$ cat src/rtl/eight_to_one_scan_pkg.sv
// Shared definitions for the eight-channel scan collector: channel codes,
// scan state encoding and the default data width.
package eight_to_one_scan_pkg;

    localparam logic [3:0] CH_NONE  = 4'b0000;
    localparam logic [3:0] CH_FIRST = 4'b0001;
    localparam logic [3:0] CH_LAST  = 4'b1000;

    localparam int DW_DEFAULT = 12;

    typedef enum logic [1:0] {
        S_IDLE,
        S_SETTLE,
        S_CAPTURE,
        S_HOLD
    } scan_state_e;

endpackage

$ cat src/rtl/eight_to_one_scan_settle_cnt.sv
// Settle-time counter: counts up from zero after a clear and flags when the
// programmed terminal value is reached, then holds there.
module scan_settle_cnt #(
    parameter logic [3:0] TERM = 4'd4
) (
    input  logic clk,
    input  logic rst,
    input  logic clr,
    input  logic en,
    output logic tc
);

    logic [3:0] cnt_q, cnt_d;

    assign tc = (cnt_q == TERM);

    always_comb begin
        cnt_d = cnt_q;
        if (clr) begin
            cnt_d = 4'd0;
        end else if (en && !tc) begin
            cnt_d = cnt_q + 4'd1;
        end
    end

    always_ff @(posedge clk or posedge rst) begin
        if (rst) begin
            cnt_q <= 4'd0;
        end else begin
            cnt_q <= cnt_d;
        end
    end

endmodule

$ cat src/rtl/eight_to_one_scan.sv
// Sequential 8-to-1 collector: steps choice through channels 1..8, waits SETTLE
// cycles per channel, captures the word and hands it out on valid/ready.
// Define EIGHT_SCAN_LOOP_EN to keep scanning continuously while start is held.
module eight_to_one_scan
    import eight_to_one_scan_pkg::*;
#(
    parameter int SETTLE = 4,
    parameter int DW     = DW_DEFAULT
) (
    input  logic          clk,
    input  logic          rst,
    input  logic          start,
    input  logic [DW-1:0] data1,
    input  logic [DW-1:0] data2,
    input  logic [DW-1:0] data3,
    input  logic [DW-1:0] data4,
    input  logic [DW-1:0] data5,
    input  logic [DW-1:0] data6,
    input  logic [DW-1:0] data7,
    input  logic [DW-1:0] data8,
    input  logic          out_ready,
    output logic [3:0]    choice,
    output logic [DW-1:0] dataout,
    output logic [3:0]    ch_tag,
    output logic          data_valid,
    output logic          busy,
    output logic          done
);

    scan_state_e   state_q, state_d;
    logic [3:0]    choice_q, choice_d;
    logic [3:0]    ch_tag_q, ch_tag_d;
    logic [DW-1:0] dataout_q, dataout_d;
    logic          data_valid_q, data_valid_d;
    logic          busy_q, busy_d;
    logic          done_q, done_d;
    logic [DW-1:0] sel_data;
    logic          cnt_clr, cnt_en, cnt_tc;

    scan_settle_cnt #(
        .TERM(4'(SETTLE))
    ) u_settle_cnt (
        .clk(clk),
        .rst(rst),
        .clr(cnt_clr),
        .en (cnt_en),
        .tc (cnt_tc)
    );

    always_comb begin
        case (choice_q)
            4'd1:    sel_data = data1;
            4'd2:    sel_data = data2;
            4'd3:    sel_data = data3;
            4'd4:    sel_data = data4;
            4'd5:    sel_data = data5;
            4'd6:    sel_data = data6;
            4'd7:    sel_data = data7;
            4'd8:    sel_data = data8;
            default: sel_data = '0;
        endcase
    end

    // Capture is folded into the SETTLE exit edge, so S_CAPTURE is never entered.
    always_comb begin
        state_d      = state_q;
        choice_d     = choice_q;
        ch_tag_d     = ch_tag_q;
        dataout_d    = dataout_q;
        data_valid_d = data_valid_q;
        busy_d       = busy_q;
        done_d       = 1'b0;
        cnt_clr      = 1'b0;
        cnt_en       = 1'b0;
        case (state_q)
            S_IDLE: begin
                if (start) begin
                    state_d  = S_SETTLE;
                    choice_d = CH_FIRST;
                    busy_d   = 1'b1;
                    cnt_clr  = 1'b1;
                end
            end
            S_SETTLE: begin
                if (cnt_tc) begin
                    dataout_d    = sel_data;
                    ch_tag_d     = choice_q;
                    data_valid_d = 1'b1;
                    state_d      = S_HOLD;
                end else begin
                    cnt_en = 1'b1;
                end
            end
            S_HOLD: begin
                if (data_valid_q && out_ready) begin
                    data_valid_d = 1'b0;
                    if (choice_q != CH_LAST) begin
                        choice_d = choice_q + 4'd1;
                        cnt_clr  = 1'b1;
                        state_d  = S_SETTLE;
                    end else begin
                        done_d = 1'b1;
`ifdef EIGHT_SCAN_LOOP_EN
                        if (start) begin
                            choice_d = CH_FIRST;
                            cnt_clr  = 1'b1;
                            state_d  = S_SETTLE;
                        end else begin
                            choice_d = CH_NONE;
                            busy_d   = 1'b0;
                            state_d  = S_IDLE;
                        end
`else
                        choice_d = CH_NONE;
                        busy_d   = 1'b0;
                        state_d  = S_IDLE;
`endif
                    end
                end
            end
            default: begin
                state_d      = S_IDLE;
                choice_d     = CH_NONE;
                data_valid_d = 1'b0;
                busy_d       = 1'b0;
            end
        endcase
    end

    always_ff @(posedge clk or posedge rst) begin
        if (rst) begin
            state_q      <= S_IDLE;
            choice_q     <= CH_NONE;
            ch_tag_q     <= CH_NONE;
            dataout_q    <= '0;
            data_valid_q <= 1'b0;
            busy_q       <= 1'b0;
            done_q       <= 1'b0;
        end else begin
            state_q      <= state_d;
            choice_q     <= choice_d;
            ch_tag_q     <= ch_tag_d;
            dataout_q    <= dataout_d;
            data_valid_q <= data_valid_d;
            busy_q       <= busy_d;
            done_q       <= done_d;
        end
    end

    assign choice     = choice_q;
    assign dataout    = dataout_q;
    assign ch_tag     = ch_tag_q;
    assign data_valid = data_valid_q;
    assign busy       = busy_q;
    assign done       = done_q;

endmodule
$ cat config.mk
export PLATFORM = sky130hd
export DESIGN_NAME = eight_to_one_scan
export DESIGN_NICKNAME = d
export VERILOG_FILES = /design/src/rtl/eight_to_one_scan_pkg.sv /design/src/rtl/eight_to_one_scan_settle_cnt.sv /design/src/rtl/eight_to_one_scan.sv
export SDC_FILE = /design/constraint.sdc
export NUM_CORES = 1
export LEC_CHECK = 0
export BUFFER_PORTS_ARGS = -buffer_cell sky130_fd_sc_hd__buf_2
export CORE_MARGIN = 3
export CORE_UTILIZATION = 35
export CTS_CLUSTER_DIAMETER = 150
export DETAILED_ROUTE_END_ITERATION = 6
export PLACE_DENSITY = 0.76
export SLEW_MARGIN = 20
export SYNTH_ARGS = -nofsm -noshare
export SYNTH_HDL_FRONTEND = slang
export SYNTH_HIERARCHICAL = 1
export SYNTH_SLANG_ARGS = --single-unit
$ cat constraint.sdc
create_clock -name clk -period 1.95 [get_ports clk]
set_input_delay 0.2925 -clock clk [delete_from_list [all_inputs] [get_ports clk]]
set_output_delay 0.2925 -clock clk [all_outputs]
set_load 0.02 [all_outputs]
==> Word-level counts from Yosys, hierarchy flattened <==
Cells that the tools add are included.
Widths: inputs -> output; s select.
{ "totals": {"ram_bits": 0, "ff_bits": 29, "rom_bits": 0, "input_bits": 100, "latch_bits": 0, "memories": 0, "wordCells": 66} }
{ "op_classes": {"n_addsub": 2, "shift": 0, "n_div": 0, "n_reduce_logical": 10, "bitwise_logic": 2, "eq_ne": 16, "n_lt_le_gt_ge": 0, "n_mul": 0, "n_mux": 28} }
{ "ops": {"columns": ["cell", "n"], "rows": [
  ["$pmux 12 s8", 1],
  ["$eq 4x3->1 const B", 5],
  ["$mux 4", 5],
  ["$mux 1", 14],
  ["$pmux 4 s3", 1],
  ["$reduce_and 3->1", 3],
  ["$add 4x1->4 const B", 2],
  ["$eq 4x2->1 const B", 2],
  ["$mux 2", 3],
  ["$ne 2x2->1 const B", 3],
  ["$pmux 1 s3", 2],
  ["$pmux 2 s3", 1],
  ["$eq 4x1->1 const B", 1],
  ["$eq 4x4->1 const B", 1],
  ["$ne 4x4->1 const B", 1],
  ["$reduce_and 4->1", 1],
  ["$eq 2x1->1 const B", 1],
  ["$eq 2x2->1 const B", 1],
  ["$logic_and 1x1->1", 2],
  ["$logic_not 2->1", 1],
  ["$ne 2x1->1 const B", 1],
  ["$not 1->1", 2],
  ["$pmux 1 s2", 1],
  ["$reduce_and 2->1", 1],
  ["other kinds (2)", 2]
]} }

==> Logic depth before layout (Yosys ltp) <==
{ "logic_depth": {"depth_word": 6, "mapped_depth": 8} }

==> Modules after synthesis <==
The synthesis kept the hierarchy.
{ "by_module_without_submodules": {"columns": ["module", "cells_per_inst", "n_inst", "area_per_inst_um2"], "rows": [
  ["eight_to_one_scan", 240, 1, 1875.5],
  ["scan_settle_cnt", 25, 1, 237.7]
]} }

==> Worst setup path before layout <==
No wires, ideal clock.
{ "synth_timing": {"path_type": "reg2reg", "start": "reg u_settle_cnt.cnt_q[0]", "end": "reg u_settle_cnt.cnt_q[3]", "t_required_ns": 1.873, "path_stages_with_launch": 9, "path_slack_ns": 0.189, "t_arrival_ns": 1.683, "period_less_slack_ns": 1.761, "setup_time_ns": 0.077, "path_buffers": 0, "path_cell_list": "dfrtp_1 inv_1 ha_1 nand3b_4 inv_2 nor2b_1 nand4_1 or3_1 a21oi_1"} }
{ "synth_between": {"elab_chain_cells": 5} }
{ "synth_rtl": {"columns": ["item", "line_no", "source"], "rows": [
  ["start, declared", "eight_to_one_scan_settle_cnt.sv:13", "logic [3:0] cnt_q, cnt_d;"],
  ["start signal, assigned", "eight_to_one_scan_settle_cnt.sv:30", "cnt_q <= cnt_d;"],
  ["$eq 4x3->1", "eight_to_one_scan_settle_cnt.sv:15", "assign tc = (cnt_q == TERM);"],
  ["via cnt_tc", "eight_to_one_scan.sv:38", "logic cnt_clr, cnt_en, cnt_tc;"],
  ["$mux 1", "eight_to_one_scan.sv:85", "if (cnt_tc) begin"],
  ["$mux 1", "eight_to_one_scan.sv:75", "case (state_q)"],
  ["via cnt_en", "eight_to_one_scan.sv:38", null],
  ["$logic_and 1x1->1", "eight_to_one_scan_settle_cnt.sv:21", "end else if (en && !tc) begin"],
  ["$reduce_bool 2->1 (no line)", null, null]
]} }
The timed path passes the listed nets, and every way through them passes these cells. The select of a mux whose other input is x is not followed.
A chain may end at the register's enable or synchronous reset.

==> Worst setup path after layout <==
{ "layout_timing": {"start": "reg u_settle_cnt.cnt_q[0]", "end": "reg ch_tag_q[2], in the netlist ch_tag[2]"} }
{ "layout_between": {"elab_chain_cells": 2} }
{ "layout_rtl": {"columns": ["item", "line_no", "source"], "rows": [
  ["$eq 4x3->1", "eight_to_one_scan_settle_cnt.sv:15", null],
  ["via cnt_tc", "eight_to_one_scan.sv:38", null],
  ["$reduce_and 2->1 (no line)", null, null],
  ["end signal, assigned", "eight_to_one_scan.sv:142", "ch_tag_q <= ch_tag_d;"],
  ["end, declared", "eight_to_one_scan.sv:32", "logic [3:0] ch_tag_q, ch_tag_d;"]
]} }
The timed path passes the listed nets, and every way through them passes these cells.

==> summary.txt <==
Drt
  – Via count: 2520
  – Routed Antenna Nets: 0
  – Initial DRC Count: 122
  – Vias/cell: about 5.5
  – Post-route DRC: 0
  – Pre-antenna DRT Iters: 4
  – Routed WL: roughly 7.6 mm
  – WL/cell: 16.51 µm

Floorplanning
  – Die Wd: 83.71 µm
  – Die area: between 7000 and 8000 µm²
  – CORE AREA: 5675 µm²
  – Die height: around 84 µm
  – Row Count: 27
  – Starting Density: a little under two fifths
  – Top Ports: 123

Clock network
  – H-tree Lvls: 2
  – Max clock buf depth: 2
  – Setup bufs post-CTS: 0
  – CTS tree: yes
  – Clock latency on the worst-skew pair: 0.29 ns
  – Root Driver: clkbuf_8
  – Num CTS Buffers: 5
  – Worst-path clk slew: roughly 0.060 ns
  – # clock sinks: 29

Timing
  – # setup viols final: 0
  – RSZ-0062 raised after global routing: no
  – Fmax: 558.8 MHz
  – Setup slack after layout: 0.1604 ns
  – Final hold vios: 0
  – Crit path time final: approximately 1.8 ns
  – Actual slew at the worst max-slew pin: 0.4998 ns
  – Fin Hold WS: ~0.29 ns
  – Final Slew Violations: 0
  – Final Cycle Share: 91.77%
  – Relative slew slack: 66.68%
  – Clk_skew: 0.009984 ns

Global route
  – GRT Util Overall: between 20% and 30%
  – Total gr overflow: 0
  – Initial antenna violation count: 0
  – Vias in the first global route: 2468
  – First-pass GRT wire length: 11.85 mm
  – Largest net degree at the start of global routing: 27

Logic synthesis
  – Syn_nets: 374
  – Sequential area share after synthesis: 34.34%
  – Mapped Area: 2113 µm²
  – Syn. warnings: 6
  – Yosys reg bits: 29
  – Synth Instances: about 270
  – Number of unique standard cell types used by synthesis: 40
  – Area fraction of the dominant cell type after synthesis: between 30 and 40%
  – Leading area contributor after synthesis: dfrtp_1
  – Ranking of synthesized cells by area: dfrtp_1 34%, a21oi_1 13%, a22oi_1 12%, nand2_1 7.8%, ha_1 5.3%
  – Post-synthesis area per instance: ~8.0 µm²

Job
  – Max Cap Viol: 0

Finish
  – Layout cells sized above 1: approximately two fifths
  – N_diodes: 0
  – Final #Nets: 495
  – Area growth, synth to finish: 37.95%
  – Finished Core Util: about half

Worst setup path
  – Worst r2r path cells: 7
  – Critical path launch point type: register
  – CP endpoint kind: register
  – Max Fanout on Critical Path: 24
  – CP arrival: around 2.0 ns
  – Crit path kind: register to register
  – WP data required: 2.12 ns

Min path
  – Worst hold path type: input port to register
  – Hold path cells: 3

Power
  – Power Dens Cells: 1023 nW/µm²
  – Pwr Total: between 2 and 3 mW
  – Leak Pwr: ~1.5 nW
  – Worst vdd ir: 0.7596 mV

Place
  – Gpl congestion: 0.8809
  – Placement Setup Slack: -0.005468 ns
  – DP Wirelength: 5.902 mm
  – IO Port Bufs: 122

Run status
  – Outcome: finished clean
[sequential cells by signal (all words and copies together) (netlist names)]
| register | cells |
|---|---|
| dataout | 12 |
| ch_tag | 4 |
| choice | 4 |
| u_settle_cnt/cnt_q | 4 |
| state_q | 2 |
| busy | 1 |
| data_valid | 1 |
| done | 1 |
[cells in the mapped netlist (all sizes together)]
library cell	number
a2111oi	1
a211oi	1
a21bo	1
a21o	3
a21oi	56
a222oi	1
a22o	1
a22oi	34
a2bb2oi	1
a32oi	1
and2	2
buf	17
clkbuf	4
dfrtp	29
ha	9
inv	10
mux2	3
nand2	44
nand2b	1
nand3	8
nand3b	3
nand4	1
nor2	7
nor2b	3
nor3	1
o21ai	17
o22ai	1
o31ai	2
o41ai	1
or2b	1
or3	1
[placed cells by master, fill, tap and decap left out, types with 2 or more instances in the layout]
cell,n
o21ai_0,15
a21o_2,3
mux2_2,2
nand3_1,7
clkbuf_8,5
buf_2,122
nand2_1,44
dfrtp_1,29
nor2_1,6
a22oi_1,34
a21oi_1,56
nor2b_1,3
clkinv_2,2
o21ai_1,2
buf_4,11
o31ai_1,2
ha_1,8
inv_1,9
[logic make-up after synthesis]
| kind of cell | synth area share [%] |
|---|---|
| AOI/OAI and AO/OA | 35.05 |
| and+or+nand+nor | 16.87 |
| buffers and inverters | 6.631 |
| DFF | 34.34 |
| adders and majority gates | 5.329 |
| muxes | 1.776 |
[final timing paths]
| path | slack (ns) | end | start |
|---|---|---|---|
| worst max-delay path | 0.16 | ch_tag[2] | u_settle_cnt/cnt_q[0] |
| worst min-delay path | 0.29 | done | out_ready |
| worst max register to register | 0.16 | ch_tag[2] | u_settle_cnt/cnt_q[0] |
| worst min register to register | 0.49 | dataout[10] | dataout[10] |
| max in group asynchronous | 1.08 | state_q[0] | rst |
| min in group asynchronous | 0.43 | u_settle_cnt/cnt_q[2] | rst |
[worst max-delay path, stage by stage, from the launching register on]
cell	delay (ns)
dfrtp_1	0.40
inv_1	0.11
ha_1	0.20
nand3b_4	0.11
inv_2	0.14
nand2_1	0.22
buf_12	0.23
mux2_2	0.27
[timing repair]
| action | 4_1_cts | 5_1_grt |
|---|---|---|
| hold buffers | 1 | 0 |
| pin swaps | 0 | 0 |
| hold endpoints to repair | 4 | 0 |
| setup endpoints to repair | 1 | 2 |
| resized for setup | 1 | 2 |
[power breakdown]
group | internal, mW | leakage, nW | switching [mW]
logic | 0.650 | 1.09 | 0.924
registers | 0.784 | 0.388 | 0.145
clock network | 0.247 | 0.0450 | 0.232
[stage by stage]
stage	instances	TNS, ns	instance area [µm²]
6_report	459	0	2915
5_1_grt	459	0	2915
4_1_cts	459	0	2909
3_5_place_dp	450	-0.005468	2814
3_3_place_gp	450	0	2814
2_1_floorplan	265	0	2113
[area by class of cell]
| class | instances | area, µm² |
|---|---|---|
| clock buffer | 6 | 72.57 |
| clock inverter | 2 | 10.01 |
| fill | 561 | 2760 |
| inverter | 10 | 37.54 |
| multi-input combinational | 205 | 1256 |
| sequential | 29 | 725.7 |
| tap | 72 | 90.09 |
| timing repair buffer | 135 | 723.2 |
[metal layers]
metal	wire length (µm)	vias to the layer above	track usage (%)
met4	180	0	7.310
li1	-	1205	-
met1	2873	1177	22.55
met5	0	-	0
met3	601	14	6.417
met2	3922	124	38.11
(Power assumes the default switching activity.)
